==> config.mk <==
export PLATFORM = sky130hd
export DESIGN_NAME = instruction_fetch_flat
export DESIGN_NICKNAME = d
export VERILOG_FILES = /design/src/rtl/rv_core_pkg.sv /design/src/rtl/instruction_fetch_if.sv /design/src/rtl/sync_fifo.sv /design/src/rtl/instruction_fetch.sv /design/src/flat_wrapper.sv
export SDC_FILE = /design/constraint.sdc
export NUM_CORES = 1
export LEC_CHECK = 0
export CAP_MARGIN = 30
export CORE_MARGIN = 8
export CORE_UTILIZATION = 40
export DETAILED_ROUTE_END_ITERATION = 10
export PLACE_DENSITY = 0.67
export RECOVER_POWER = 25
export SETUP_SLACK_MARGIN = 0.1
export SLEW_MARGIN = 20
export SYNTH_ARGS = -nofsm -noshare
export SYNTH_HDL_FRONTEND = slang
export SYNTH_SLANG_ARGS = --single-unit
==> constraint.sdc <==
create_clock -name clk -period 4.8 [get_ports clk]
set_clock_uncertainty 0.05 [all_clocks]
set_input_delay 0.48 -clock clk [delete_from_list [all_inputs] [get_ports clk]]
set_output_delay 0.48 -clock clk [all_outputs]
set_load 0.05 [all_outputs]
==> src/rtl/rv_core_pkg.sv <==
// Shared core types and widths for the front end.
package rv_core_pkg;

    localparam int XLEN     = 32;
    localparam int IF_DEPTH = 2;

    // One in-flight fetch: its word address and whether a flush has orphaned it.
    typedef struct packed {
        logic [XLEN-1:0] addr;
        logic            stale;
    } pend_entry_t;

endpackage

==> src/rtl/instruction_fetch_if.sv <==
// Fetch-stage bundle: PC handshake, instruction memory request/response, decode handoff.
interface instruction_fetch_if #(
    parameter int XLEN = rv_core_pkg::XLEN
) ();
    import rv_core_pkg::*;

    logic [XLEN-1:0] fetch_pc;
    logic            pc_hold;
    logic            flush;

    logic            imem_req_valid;
    logic            imem_req_ready;
    logic [XLEN-1:0] imem_addr;
    logic            imem_rsp_valid;
    logic [XLEN-1:0] imem_rsp_data;

    logic            inst_valid;
    logic            inst_ready;
    logic [XLEN-1:0] inst_data;
    logic [XLEN-1:0] inst_pc;

    // master = the fetch unit, slave = PC stage, memory and decode around it
    modport master (
        input  fetch_pc, flush,
        input  imem_req_ready, imem_rsp_valid, imem_rsp_data,
        input  inst_ready,
        output pc_hold, imem_req_valid, imem_addr,
        output inst_valid, inst_data, inst_pc
    );

    modport slave (
        output fetch_pc, flush,
        output imem_req_ready, imem_rsp_valid, imem_rsp_data,
        output inst_ready,
        input  pc_hold, imem_req_valid, imem_addr,
        input  inst_valid, inst_data, inst_pc
    );

endinterface

==> src/rtl/sync_fifo.sv <==
// Generic single-clock FIFO with synchronous clear; head word is visible combinationally.
module sync_fifo #(
    parameter  int WIDTH = 32,
    parameter  int DEPTH = 2,
    localparam int AW    = $clog2(DEPTH),
    localparam int CW    = AW + 1
) (
    input  logic             clk,
    input  logic             reset_n,
    input  logic             clr,
    input  logic             push,
    input  logic [WIDTH-1:0] wdata,
    input  logic             pop,
    output logic [WIDTH-1:0] rdata,
    output logic             full,
    output logic             empty,
    output logic [CW-1:0]    count
);

    localparam logic [CW-1:0] DEPTH_C = CW'(DEPTH);

    logic [WIDTH-1:0] mem [DEPTH];
    logic [AW-1:0]    wr_ptr;
    logic [AW-1:0]    rd_ptr;
    logic             do_push;
    logic             do_pop;

    assign full    = (count == DEPTH_C);
    assign empty   = (count == '0);
    assign do_push = push & ~full;
    assign do_pop  = pop & ~empty;
    assign rdata   = mem[rd_ptr];

    always_ff @(posedge clk or negedge reset_n) begin
        if (!reset_n) begin
            wr_ptr <= '0;
            rd_ptr <= '0;
            count  <= '0;
        end else if (clr) begin
            wr_ptr <= '0;
            rd_ptr <= '0;
            count  <= '0;
        end else begin
            if (do_push) wr_ptr <= wr_ptr + AW'(1);
            if (do_pop)  rd_ptr <= rd_ptr + AW'(1);
            count <= count + CW'(do_push) - CW'(do_pop);
        end
    end

    // Storage needs no reset; occupancy alone decides what is valid.
    always_ff @(posedge clk) begin
        if (do_push && !clr) mem[wr_ptr] <= wdata;
    end

endmodule

==> src/rtl/instruction_fetch.sv <==
// Credit-limited instruction fetch: tracks in-flight addresses, drops orphaned responses on flush.
module instruction_fetch
    import rv_core_pkg::*;
#(
    parameter int DEPTH = IF_DEPTH,
    parameter int XLEN  = rv_core_pkg::XLEN
) (
    input  logic                 clk,
    input  logic                 reset_n,
    instruction_fetch_if.master  bus
);

    localparam int              AW      = $clog2(DEPTH);
    localparam int              CW      = AW + 1;
    localparam logic [CW:0]     DEPTH_C = (CW + 1)'(DEPTH);

    pend_entry_t         pend_q [DEPTH];
    pend_entry_t         pend_head;
    logic [AW-1:0]       pend_wr;
    logic [AW-1:0]       pend_rd;
    logic [CW-1:0]       pend_cnt;

    logic [CW-1:0]       iq_cnt;
    logic                iq_full;
    logic                iq_empty;
    logic                iq_push;
    logic                iq_pop;
    logic [2*XLEN-1:0]   iq_wdata;
    logic [2*XLEN-1:0]   iq_rdata;

    logic [CW:0]         occ;
    logic                accept;
    logic                rsp_pop;

    // An instruction leaving to decode this cycle already frees its credit,
    // which keeps a single-cycle memory streaming at one fetch per clock.
    assign iq_pop = ~iq_empty & bus.inst_ready;
    assign occ    = {1'b0, pend_cnt} + {1'b0, iq_cnt} - {{CW{1'b0}}, iq_pop};

    assign bus.imem_req_valid = reset_n & ~bus.flush & (occ < DEPTH_C);
    assign bus.imem_addr      = bus.fetch_pc;
    assign accept             = bus.imem_req_valid & bus.imem_req_ready;
    assign bus.pc_hold        = ~accept;

    assign pend_head = pend_q[pend_rd];
    assign rsp_pop   = bus.imem_rsp_valid & (pend_cnt != '0);
    assign iq_push   = rsp_pop & ~pend_head.stale & ~bus.flush;
    assign iq_wdata  = {pend_head.addr, bus.imem_rsp_data};

    always_ff @(posedge clk or negedge reset_n) begin
        if (!reset_n) begin
            pend_wr  <= '0;
            pend_rd  <= '0;
            pend_cnt <= '0;
            for (int i = 0; i < DEPTH; i++) pend_q[i] <= '0;
        end else begin
            if (accept) begin
                pend_q[pend_wr] <= '{addr: bus.fetch_pc, stale: 1'b0};
                pend_wr         <= pend_wr + AW'(1);
            end
            if (rsp_pop) pend_rd <= pend_rd + AW'(1);
            pend_cnt <= pend_cnt + CW'(accept) - CW'(rsp_pop);
            // No request is accepted during flush, so marking every slot is safe:
            // empty slots get a fresh stale=0 when next written.
            if (bus.flush) begin
                for (int i = 0; i < DEPTH; i++) pend_q[i].stale <= 1'b1;
            end
        end
    end

    sync_fifo #(
        .WIDTH (2 * XLEN),
        .DEPTH (DEPTH)
    ) u_iq (
        .clk     (clk),
        .reset_n (reset_n),
        .clr     (bus.flush),
        .push    (iq_push),
        .wdata   (iq_wdata),
        .pop     (iq_pop),
        .rdata   (iq_rdata),
        .full    (iq_full),
        .empty   (iq_empty),
        .count   (iq_cnt)
    );

    assign bus.inst_valid = ~iq_empty;
    assign {bus.inst_pc, bus.inst_data} = iq_empty ? '0 : iq_rdata;

    a_rsp_has_pending: assert property (
        @(posedge clk) disable iff (!reset_n) bus.imem_rsp_valid |-> (pend_cnt != '0)
    );

    a_iq_no_overflow: assert property (
        @(posedge clk) disable iff (!reset_n) iq_push |-> (!iq_full || iq_pop)
    );

endmodule

==> src/flat_wrapper.sv <==
// flat-port wrapper written by rule: the top's interface ports become plain ports
module instruction_fetch_flat import rv_core_pkg::*;
#(
    parameter int DEPTH = IF_DEPTH,
    parameter int XLEN  = rv_core_pkg::XLEN
)
  (clk, reset_n, bus_fetch_pc, bus_flush, bus_imem_req_ready, bus_imem_rsp_valid, bus_imem_rsp_data, bus_inst_ready, bus_pc_hold, bus_imem_req_valid, bus_imem_addr, bus_inst_valid, bus_inst_data, bus_inst_pc);
  instruction_fetch_if #(.XLEN(XLEN)) bus_i ();
  input  logic clk;
  input  logic reset_n;
  input wire logic [$bits(bus_i.fetch_pc)-1:0] bus_fetch_pc;
  input wire logic [$bits(bus_i.flush)-1:0] bus_flush;
  input wire logic [$bits(bus_i.imem_req_ready)-1:0] bus_imem_req_ready;
  input wire logic [$bits(bus_i.imem_rsp_valid)-1:0] bus_imem_rsp_valid;
  input wire logic [$bits(bus_i.imem_rsp_data)-1:0] bus_imem_rsp_data;
  input wire logic [$bits(bus_i.inst_ready)-1:0] bus_inst_ready;
  output wire logic [$bits(bus_i.pc_hold)-1:0] bus_pc_hold;
  output wire logic [$bits(bus_i.imem_req_valid)-1:0] bus_imem_req_valid;
  output wire logic [$bits(bus_i.imem_addr)-1:0] bus_imem_addr;
  output wire logic [$bits(bus_i.inst_valid)-1:0] bus_inst_valid;
  output wire logic [$bits(bus_i.inst_data)-1:0] bus_inst_data;
  output wire logic [$bits(bus_i.inst_pc)-1:0] bus_inst_pc;
  assign bus_i.fetch_pc = bus_fetch_pc;
  assign bus_i.flush = bus_flush;
  assign bus_i.imem_req_ready = bus_imem_req_ready;
  assign bus_i.imem_rsp_valid = bus_imem_rsp_valid;
  assign bus_i.imem_rsp_data = bus_imem_rsp_data;
  assign bus_i.inst_ready = bus_inst_ready;
  assign bus_pc_hold = bus_i.pc_hold;
  assign bus_imem_req_valid = bus_i.imem_req_valid;
  assign bus_imem_addr = bus_i.imem_addr;
  assign bus_inst_valid = bus_i.inst_valid;
  assign bus_inst_data = bus_i.inst_data;
  assign bus_inst_pc = bus_i.inst_pc;
  instruction_fetch #(.DEPTH(DEPTH), .XLEN(XLEN)) u_core (.clk(clk), .reset_n(reset_n), .bus(bus_i));
endmodule
**After elaboration in Yosys (flattened, before gate mapping)**

Memories as Yosys holds them, arrays and structs flattened.
Index checks and enable logic that the tools add are counted.

- Output and inout bits: 99
- ROM bits: 0
- Memories kept: 1
- Register bits after elaboration: 74
- Latch bits: 0
- Bits in writable memories: 128
- Bits of input ports: 70

Memories:

| name | depth | width | read ports | clocked after Yosys merged registers in | write ports | line | RTL |
|---|---|---|---|---|---|---|---|
| u_core.u_iq.mem | 2 | 64 | 1 | 0 | 1 | sync_fifo.sv:22 | `logic [WIDTH-1:0] mem [DEPTH];` |

- Reduce and logical (&&, ||, !) cells: 8
- Div/mod/pow operators: 0
- Order comparisons: 4
- Shift operators: 0
- Bitwise gates (word level): 16
- Muxes and demuxes: 17
- Multiply operators: 0
- $add $sub $neg: 10
- Eq/ne operators: 1

Operators by type and width:

| kind | count |
|---|---|
| 33-bit two-way mux | 4 |
| 66-bit bitwise mux | 1 |
| 64-bit two-way mux | 1 |
| 34-bit two-way mux | 1 |
| 33-bit demux with 1-bit select | 1 |
| 1-bit bitwise AND | 9 |
| 1-bit two-way mux | 8 |
| 2-bit nonzero test | 4 |
| 1-bit NOT | 5 |
| 1-bit adder, second input constant | 4 |
| 2-bit by 1-bit adder with 2-bit output | 2 |
| 2-bit greater-or-equal comparator, second input constant | 2 |
| 1-bit NOT with 2-bit output | 2 |
| 2-bit by 1-bit subtractor with 2-bit output | 2 |
| 2-bit by 2-bit adder with 3-bit output | 1 |
| 3-bit by 2-bit < comparator with 1-bit output, second input constant | 1 |
| 3-bit by 1-bit subtractor with 3-bit output | 1 |
| 2-bit equality test, second input constant | 1 |
| 1-bit logical AND | 2 |
| 2-bit zero test | 1 |
| 2-bit by 1-bit < comparator with 1-bit output, second input constant | 1 |
| 2-bit two-way mux | 1 |
| 1-bit zero test | 1 |

**Depth between registers and ports, before layout**

Gate-level depths: netlist of the first run.

- Word-level depth: 11
- Mapped depth: 10
- Mapped depth without buffers: 10

**Modules after synthesis**

From an unflattened synthesis of the first run, not the netlist that was laid out.

- Cell total of the unflattened synthesis: 532
- Area, all modules: 8914.8 um^2

Modules (own cells, without submodules):

| module | instances | sequential area each (um^2) | cells each | area each (um^2) |
|---|---|---|---|---|
| sync_fifo | 1 | 3943.8 | 222 | 5074.9 |
| instruction_fetch | 1 | 1751.7 | 310 | 3839.9 |

**Worst setup path after synthesis of the first run**

OpenSTA, ideal clock, no wires.

- Kind: reg-to-reg
- From: register u_core.pend_rd
- To: memory u_core.u_iq.mem[0][0] in the netlist's numbering, enable pin
- Required time: 4.263 ns
- Cell stages (with the launch flop): 6
- Path slack: 0.211 ns
- Library setup time: 0.487 ns
- Path buffers: 2
- Data arrival time: 4.053 ns
- Cell sequence: dfrtp_1 -> buf_6 -> mux2_4 -> or4_1 -> buf_2 -> nor2_1

- Word-level cells in the longest chain between the ends: 11

Ends and longest elaborated chain:

| element | line | RTL |
|---|---|---|
| from (decl) | instruction_fetch.sv:20 | `logic [AW-1:0] pend_rd;` |
| from (signal assigned) | instruction_fetch.sv:61 | `if (rsp_pop) pend_rd <= pend_rd + AW'(1);` |
| 1-bit NOT with 2-bit output (implied by the code) | instruction_fetch.sv:45 | `assign pend_head = pend_q[pend_rd];` |
| 33-bit two-way mux (implied by the code) (3 in series) | instruction_fetch.sv:45 |  |
| 1-bit NOT | instruction_fetch.sv:47 | `assign iq_push = rsp_pop & ~pend_head.stale & ~bus.flush;` |
| 1-bit bitwise AND (2 in series) | instruction_fetch.sv:47 |  |
| 1-bit bitwise AND | sync_fifo.sv:30 | `assign do_push = push & ~full;` |
| 1-bit logical AND | sync_fifo.sv:52 | `if (do_push && !clr) mem[wr_ptr] <= wdata;` |
| 1-bit two-way mux | sync_fifo.sv:52 |  |
| 1-bit two-way mux (implied by the code) | sync_fifo.sv:52 |  |
| to (decl) | sync_fifo.sv:22 |  |

Every way passes these cells. The select of a mux whose other input is x is not followed.

**Final worst setup path of the first run**

- From: register u_core.u_iq.count[0]
- To: output port bus_pc_hold

- Word-level cells in the longest chain between the ends: 8

Ends and longest elaborated chain:

| element | line | RTL |
|---|---|---|
| from (decl) | sync_fifo.sv:17 | `output logic [CW-1:0] count` |
| from (signal assigned) | sync_fifo.sv:46 | `count <= count + CW'(do_push) - CW'(do_pop);` |
| parallel branches: the longest is 3 deep, another holds 2-bit by 2-bit adder with 3-bit output | - |  |
| 3-bit by 1-bit subtractor with 3-bit output (*) | instruction_fetch.sv:38 | `assign occ = {1'b0, pend_cnt} + {1'b0, iq_cnt} - {{CW{1'b0}}, iq_pop};` |
| 3-bit by 2-bit < comparator with 1-bit output (*) | instruction_fetch.sv:40 | `assign bus.imem_req_valid = reset_n & ~bus.flush & (occ < DEPTH_C);` |
| 1-bit bitwise AND (*) | instruction_fetch.sv:40 |  |
| 1-bit bitwise AND (*) | instruction_fetch.sv:42 | `assign accept = bus.imem_req_valid & bus.imem_req_ready;` |
| named net u_core.accept | instruction_fetch.sv:32 | `logic accept;` |
| 1-bit NOT (*) | instruction_fetch.sv:43 | `assign bus.pc_hold = ~accept;` |
| to (decl) | flat_wrapper.sv:17 | `output wire logic [$bits(bus_i.pc_hold)-1:0] bus_pc_hold;` |

Mark *: on every way through the listed nets, which the timed path passes.

==> reports/results.ini, run 1 <==
[worst_setup_path]
cp.arrival_ns=3.62
start_kind=register
crit_top_cell=inv_1
crit_slowest_cell=clkdlybuf4s50_1
critPathKind=reg2out
required_ns=4.27
cp-end-kind=output port
path_cells=o21ai_0, inv_1, ha_1, nand2b_1, fa_1, xnor2_1, nor2_1, inv_1, clkdlybuf4s50_1
max_stage_delay_ns=0.80
crit_fanout=5
reg2reg_from=u_core.u_iq.count[0]
startpoint=u_core.u_iq.count[0]

[timing]
max_freq_mhz=241
rsz0062_at_grt=false
relSlewSlack=-0.377
fin_crit_ns=4.15
slew_viol_final=64
max_slew.worst_pin.slew_ns=2.06
hold_violations=0
setup_viol_count_final=0
tns_ns=0
fin_crit_sh=0.865

[global_route]
grt_start_max_net_pins=66
grt_pass1_vias=5241
antenna_found_initial=0
grt_use_total=0.135
grt-ovfl-total=0
grt_pass1_wl_um=28400

[routing]
remaining_drc_errors=0
met3_length_um=1210
top_layer_used=met4
dr.first_iter.drc_count=162
dr.pass1.iters=4
drt.antenna.violating_nets=0
wl_met1_um=7490
via_count=4664
wl_um=18000
avgRoutedWirePerCell_um=18.6
viasPerCell=4.83
dr_wl_met2_um=8960

[logic_synthesis]
synth-edff-count=128
synth-seq-area-share=0.669
syn_area_um2=8520
synthCells=531
async_reset_ff_frac=0.366
synth-seq-cells=202
yosysMostFrequentCell=edfxtp_1
synth_flop_cell=edfxtp_1
avgSynthCellArea_um2=16.0
synth.distinct_cells=26
yosys.area.top_type=edfxtp_1
synth-warning-count=0
mappedNetlistNets=608
synth_top_area_frac=0.451
synthTopCellsByArea=edfxtp_1 (45%), dfrtp_1 (22%), mux2_2 (8.9%)
synth_common_cells=edfxtp_1 (128), dfrtp_1 (74), nor2_1 (70)

[floorplan]
die_w_um=162
start_util=0.406
rows=53
die-area_um2=26200
ioPinCount=169
dieHeight_um=162
core_area_um2=21000

[clock_tree]
cts_made_buffers=22
clkLatencyLatePin_ns=0.49
htree_levels=1
clk_pin_slew_ns=0.06
cts_resized=0
clock_path_buffers=3
clockRootBuffer=clkbuf_16
cts.sink_count=202
cts_tree=yes

[power_and_ir_drop]
swShare=0.368
peakVddDrop_v=0.000382
combPwrFrac=0.421
p_seq_frac=0.341
p_sw_uw=2670
p_int_uw=4580
p_clk_frac=0.238
p_leak_uw=0.00417
powerDensity_nw_per_um2=655

[min_path]
hp-class=in2async

[layout]
drive_gt1_frac=0.206
stdcell_count=966
syn2layout_area_growth_pct=29.8
final_nets=751

[placement]
io_buffers=168
dp_hpwl_um=11800
placedCellCount=924
routabilityCongestion=0.775

[run_status]
violations=max-capacitance violations, max-slew violations
status=finished, violations left

[run]
cap_violations=2

==> what timing repair did <==
| item | in CTS | in global routing |
|---|---|---|
| setup buffers | 0 | 0 |
| hold buffers | 1 | 0 |
| endpoints found under the hold margin | 31 | 0 |
==> registers in the layout, summed over array words and instances (netlist names) <==
| signal | flops |
|---|---|
| u_core.u_iq.mem | 128 |
| u_core.pend_rd | 1 |
| u_core.pend_q | 66 |
| u_core.u_iq.count | 2 |
| u_core.pend_cnt | 2 |
| u_core.pend_wr | 1 |
| u_core.u_iq.wr_ptr | 1 |
| u_core.u_iq.rd_ptr | 1 |
==> cell families after synthesis <==
group / count (synthesis) / share of synthesized area
flops: 202 / 0.669
mux: 162 / 0.218
simple gates: 79 / 0.0408
buf+inv: 69 / 0.0502
xor+xnor: 8 / 0.00823
fa+ha+maj: 7 / 0.0112
compound gates: 4 / 0.00294
==> metal layers <==
layer  vias to the layer above  GRT usage
li1                       2167          -
met1                      2335      0.157
met2                       136      0.241
met3                        26     0.0342
met4                         0     0.0400
met5                         -          0
==> power by group through the flow <==
stage	clock [uW]	combinational, uW	sequential, uW
CTS	1770	3080	2470
finish	1720	3050	2470
global placement	0	2930	2550
detailed placement	0	3070	2500
floorplan	0	2250	2390
global route	1840	3220	2510
==> worst paths after layout <==
check                      cells past startpoint                   end  slack (ns)
setup / recovery                               9           bus_pc_hold        0.65
hold / removal                                 2  u_core.u_iq.count[0]        0.44
setup reg to reg                               9     u_core.pend_q[17]        1.09
hold reg to reg                                1      u_core.pend_q[0]        0.45
max in group asynchronous                      3        u_core.pend_rd        3.30
min in group clk                               1      u_core.pend_q[0]        0.45
==> cell usage in the layout (no fill, tap or decap), types with 6 or more instances in the layout <==
| cell type | instances |
|---|---|
| dlygate4sd3_1 | 33 |
| mux2_4 | 30 |
| clkbuf_1 | 8 |
| inv_1 | 11 |
| ha_1 | 6 |
| nor2_1 | 67 |
| clkbuf_16 | 24 |
| dfrtp_1 | 73 |
| edfxtp_1 | 128 |
| mux2i_1 | 65 |
| mux2_2 | 64 |
| clkdlybuf4s50_1 | 135 |
==> through the flow <==
stage | hold slack, ns | power, uW | worst slack, ns | cell area (um^2) | util
6_report | 0.444 | 7240 | 0.647 | 11100 | 0.528
5_1_grt | 0.466 | 7570 | 0.438 | 11100 | 0.527
4_1_cts | 0.445 | 7330 | 0.616 | 11100 | 0.528
3_5_place_dp | 0.427 | 5580 | 0.808 | 10300 | 0.491
3_3_place_gp | 0.423 | 5480 | 0.904 | 10300 | 0.490
2_1_floorplan | 0.134 | 4630 | 0.211 | 8520 | -
==> worst max-delay path, delay by kind of cell, from the launching register on <==
| kind | cells | cell delay [ns] |
|---|---|---|
| AOI/OAI and AO/OA | 1 | 0.31 |
| xor gates and xnor gates | 1 | 0.39 |
| and+or+nand+nor | 2 | 0.32 |
| buffers and inverters | 3 | 1.00 |
| adders and majority gates | 2 | 0.66 |
| DFF | 1 | 0.44 |
==> final cells by class <==
class                      instances  area, um^2
timing repair buffer             177        1790
antenna                            1        2.50
multi-input combinational        260        2420
tap                              275         344
clock inverter                     5        75.1
inverter                          11        41.3
clock buffer                      35         682
fill                            1742        9900
sequential                       202        5700
(Power assumes the default switching activity.)
==> run 2: changes to the inputs <==
CTS_BUF_LIST = sky130_fd_sc_hd__clkbuf_4 sky130_fd_sc_hd__clkbuf_8   (was unset)
MAX_ROUTING_LAYER = met4   (was unset)
==> run 2 against run 1 <==
Against the previous run: the flow still finishes with violations (max-capacitance violations, max-slew violations); combinational power about the same; flip-flop and latch count stayed put; hold slack worse by 0.025 ns; die area is the same; critical path type unchanged; largest power group unchanged.
==> reports/results.ini, run 2 (same netlist as run 1, synthesis figures left out) <==
[run_status]
status=finished, violations left
violations=max-capacitance violations, max-slew violations

[floorplan]
start_util=0.406
rows=53
ioPinCount=169
die-area_um2=26200
dieHeight_um=162
die_w_um=162
core_area_um2=21000

[clock_tree]
cts_made_buffers=34
cts_resized=0
clkLatencyLatePin_ns=0.50
clockRootBuffer=clkbuf_8
htree_levels=2
clk_pin_slew_ns=0.06
clock_path_buffers=3
cts.sink_count=202
postCtsSetupBuffers=0
cts_tree=yes

[routing]
via_count=4723
remaining_drc_errors=0
wl_um=18000
dr.first_iter.drc_count=176
avgRoutedWirePerCell_um=18.3
viasPerCell=4.79
dr.pass1.iters=4
drt.antenna.violating_nets=0

[timing]
slew_viol_final=64
relSlewSlack=-0.396
fin_crit_ns=4.16
max_freq_mhz=240
fin_crit_sh=0.867
rsz0062_at_grt=false
setup_ws_ns=0.640
max_slew.worst_pin.slew_ns=2.09
hold_violations=0
setup_viol_count_final=0
tns_ns=0

[worst_setup_path]
r2r-end=u_core.pend_q[17]
startpoint=u_core.u_iq.count[0]
critPathBufInv=3
reg2reg_from=u_core.u_iq.count[0]
crit_top_cell=inv_1
required_ns=4.27
cp.arrival_ns=3.63
reg2reg_slack_ns=1.10
crit_fanout=5
crit_slowest_cell=clkdlybuf4s50_1
cp_top_family=buffers and inverters
cp-end-kind=output port
start_kind=register
cp_num_cells=9
reg2reg_depth=9
critical_path.endpoint=bus_pc_hold
critPathKind=reg2out
max_stage_delay_ns=0.80
path_cells=o21ai_0, inv_1, ha_1, nand2b_1, fa_1, xnor2_1, nor2_1, inv_1, clkdlybuf4s50_1

[layout]
largest_reg_flops=128
most-common-layout-cells=clkdlybuf4s50_1 (135), edfxtp_1 (128), dfrtp_1 (73)
drive_gt1_frac=0.232
layout_commonest_cell=clkdlybuf4s50_1
reg.largest.list=u_core.u_iq.mem: 128 flops, u_core.pend_q: 66 flops
final_nets=763
antenna_cells=0
largest-register=u_core.u_iq.mem
final_cell_area_um2=11000
syn2layout_area_growth_pct=29.2
stdcell_count=987

[power_and_ir_drop]
p_leak_uw=0.00418
peakVddDrop_v=0.000385
powerDensity_nw_per_um2=642

[global_route]
grt_pass1_wl_um=28600
antenna_found_initial=0
grt_pass1_vias=5325
grt_use_total=0.141
grt-ovfl-total=0
grt_start_max_net_pins=66

[placement]
placedCellCount=924
dp_hpwl_um=11800
pre_cts_ws_ns=0.808
io_buffers=168
placedInstanceArea_um2=10300
routabilityCongestion=0.785

[run]
cap_violations=2

[min_path]
hp-class=in2async

## run 2: final cells by class
| cell class | instances | area [um^2] |
|---|---|---|
| clock buffers | 55 | 669 |
| multi-input cells | 260 | 2420 |
| repair buffers | 177 | 1790 |
| well taps | 275 | 344 |
| inverters | 11 | 41.3 |
| fillers | 1742 | 9950 |
| flip-flops and latches | 202 | 5700 |
| clock inverters | 7 | 41.3 |
## run 2: repair_timing
action / in CTS / in global routing
hold buffers: 1 / 0
hold endpoints to repair: 31 / 0
setup endpoints to repair: 0 / 0
## run 2: stage by stage
step | util | hold slack, ns | total power, uW
after global routing | 0.525 | 0.445 | 7400
after floorplan | - | 0.134 | 4630
after global placement | 0.490 | 0.423 | 5480
after detailed placement | 0.491 | 0.427 | 5580
after CTS | 0.526 | 0.418 | 7160
final | 0.525 | 0.420 | 7060
## run 2: how the worst min path moves through the flow
stage / from / to / slack, ns / cells after the start
4_1_cts: reset_n / u_core.pend_q[24] / 0.42 / 2
3_3_place_gp: reset_n / u_core.pend_q[39] / 0.42 / 1
3_5_place_dp: reset_n / u_core.u_iq.count[1] / 0.43 / 1
2_1_floorplan: reset_n / u_core.pend_cnt[0] / 0.13 / 0
5_1_grt: reset_n / u_core.pend_q[32] / 0.45 / 2
6_report: reset_n / u_core.u_iq.count[1] / 0.42 / 2
## run 2: report_power, final
group / switching [uW] / internal [uW]
combinational: 1800 / 1240
sequential: 218 / 2250
clock: 663 / 889
total: 2680 / 4380
## run 2: per-layer routing
layer | wire length (um) | track usage | vias to the layer above
li1 | - | - | 2197
met1 | 7700 | 0.161 | 2339
met2 | 8960 | 0.240 | 154
met3 | 1030 | 0.0349 | 33
met4 | 334 | 0.0488 | 0
met5 | 0 | - | -
==> run 3: changes to the inputs <==
CORE_UTILIZATION = 48   (was 40)
PLACE_DENSITY = 0.78   (was 0.67)
==> run 3 against run 2 <==
Against the previous run: highest routed layer unchanged; worst setup slack worse by 0.066 ns; cell area is 0.44% lower; clock-buffer cell count stayed put; largest power group unchanged; sequential power hardly changed; critical path type is now reg2reg; first-iteration DRC count is 2.3% lower; critical endpoint is now u_core.u_iq.mem[0][13]; the run still ends with max-capacitance violations, max-slew violations left; via count is 1.5% lower.
==> reports/results.ini, run 3 (same netlist as run 1, synthesis figures left out) <==
[worst_setup_path]
crit_slowest_cell=clkbuf_1
reg2reg_slack_ns=0.57
reg2reg_from=u_core.pend_rd
cp_top_family=buffers and inverters
start_kind=register
cp-end-kind=register
reg2reg_depth=5
max_stage_delay_ns=1.50
critPathKind=reg2reg
critical_path.endpoint=u_core.u_iq.mem[0][13]
path_cells=clkbuf_1, mux2_4, or4_1, nor2_4, buf_12
r2r-end=u_core.u_iq.mem[0][13]
cp.arrival_ns=4.34
startpoint=u_core.pend_rd
cp_num_cells=5
required_ns=4.91
crit_fanout=43
critPathBufInv=2

[timing]
setup_viol_count_final=0
relSlewSlack=-0.411
hold_ws_ns=0.433
fin_crit_ns=4.23
fin_crit_sh=0.880
rsz0062_at_grt=false
slew_viol_final=67
tns_ns=0
max_freq_mhz=237
max_slew.worst_pin.slew_ns=2.12
hold_violations=0

[min_path]
hp-class=in2async

[floorplan]
dieHeight_um=149
core_area_um2=17300
ioPinCount=169
rows=48
die-area_um2=22300
die_w_um=149
start_util=0.492

[power_and_ir_drop]
powerDensity_nw_per_um2=641
peakVddDrop_v=0.000384
p_leak_uw=0.00418

[routing]
via_count=4654
remaining_drc_errors=0
wl_um=17100
dr.first_iter.drc_count=172
drt.antenna.violating_nets=0
avgRoutedWirePerCell_um=18.2
viasPerCell=4.96
dr.pass1.iters=5

[layout]
n_fill_cell=1229
antenna_cells=0
final_nets=765
largest_reg_flops=128
drive_gt1_frac=0.242
most-common-layout-cells=clkdlybuf4s50_1 (135), edfxtp_1 (128), dfrtp_1 (72)
reg.largest.list=u_core.u_iq.mem: 128 flops, u_core.pend_q: 66 flops
largest-register=u_core.u_iq.mem
syn2layout_area_growth_pct=28.6
layout_commonest_cell=clkdlybuf4s50_1

[run_status]
violations=max-capacitance violations, max-slew violations
status=finished, violations left

[clock_tree]
clock_path_buffers=3
clockRootBuffer=clkbuf_8
cts_tree=yes
htree_levels=2
clkLatencyLatePin_ns=0.49
cts.sink_count=202
cts_made_buffers=34
cts_resized=0
clk_pin_slew_ns=0.06

[placement]
dp_hpwl_um=11300
routabilityCongestion=0.794
io_buffers=168

[run]
cap_violations=2

[global_route]
grt_use_total=0.159
grt-ovfl-total=0
grt_start_max_net_pins=73
grt_pass1_vias=5239
antenna_found_initial=0
grt_pass1_wl_um=27100

==> run 3: cell types whose count changed in the layout (fill, tap and decap cells not counted), moves of 2 or more <==
cell      delta
buf_12       +2
clkbuf_1     +2
inv_6        -2
mux2_1       -8
mux2_2       +8
==> run 3: how the worst min path moves through the flow <==
stage | from | to | slack [ns] | depth (start not counted)
final | reset_n | u_core.pend_cnt[0] | 0.43 | 2
after global routing | reset_n | u_core.pend_cnt[0] | 0.43 | 2
after CTS | reset_n | u_core.pend_wr | 0.31 | 2
after detailed placement | reset_n | u_core.pend_cnt[0] | 0.25 | 1
after global placement | reset_n | u_core.pend_cnt[0] | 0.25 | 1
after floorplan | reset_n | u_core.pend_cnt[0] | 0.13 | 0
==> run 3: power breakdown <==
group          internal, uW  leakage (uW)  switching [uW]  total, uW
Combinational          1230       0.00171            1760       3000
Clock                   892      0.000384             634       1530
Sequential             2250       0.00209             243       2500
Total                  4380       0.00418            2640       7020
==> run 3: final cells by class <==
cell class	count	area, um^2	area share
flip-flops and latches	202	5700	0.520
multi-input cells	260	2420	0.221
repair buffers	179	1800	0.165
clock buffers	55	676	0.0617
well taps	225	282	0.0257
inverters	11	41.3	0.00377
clock inverters	7	32.5	0.00297
==> run 3: per-stage QoR <==
step	area, um^2	cells	power (uW)	utilization	setup WS (ns)
final	11000	939	7020	0.633	0.574
after global routing	11000	939	7360	0.633	0.258
after CTS	10900	938	7100	0.633	0.584
after detailed placement	10200	875	5550	0.591	0.850
after global placement	10200	875	5460	0.591	0.975
after floorplan	8520	531	4630	-	0.211
==> run 3: what timing repair did <==
item,4_1_cts,5_1_grt
endpoints found under the setup margin,0,0
buffers inserted,0,0
hold buffers,1,0
hold endpoints to repair,2,0
==> run 3: layer usage <==
metal / global-route usage / part of all wire / routed length (um)
met1: 0.181 / 0.42 / 7180
met2: 0.272 / 0.51 / 8640
met3: 0.0361 / 0.056 / 952
met4: 0.0581 / 0.019 / 325
met5: - / 0 / 0
==> run 3: worst register-to-register path: stages, from the launching register on <==
cell	delay [ns]
dfrtp_2	0.33
clkbuf_1	1.50
mux2_4	0.36
or4_1	0.65
nor2_4	0.64
buf_12	0.37
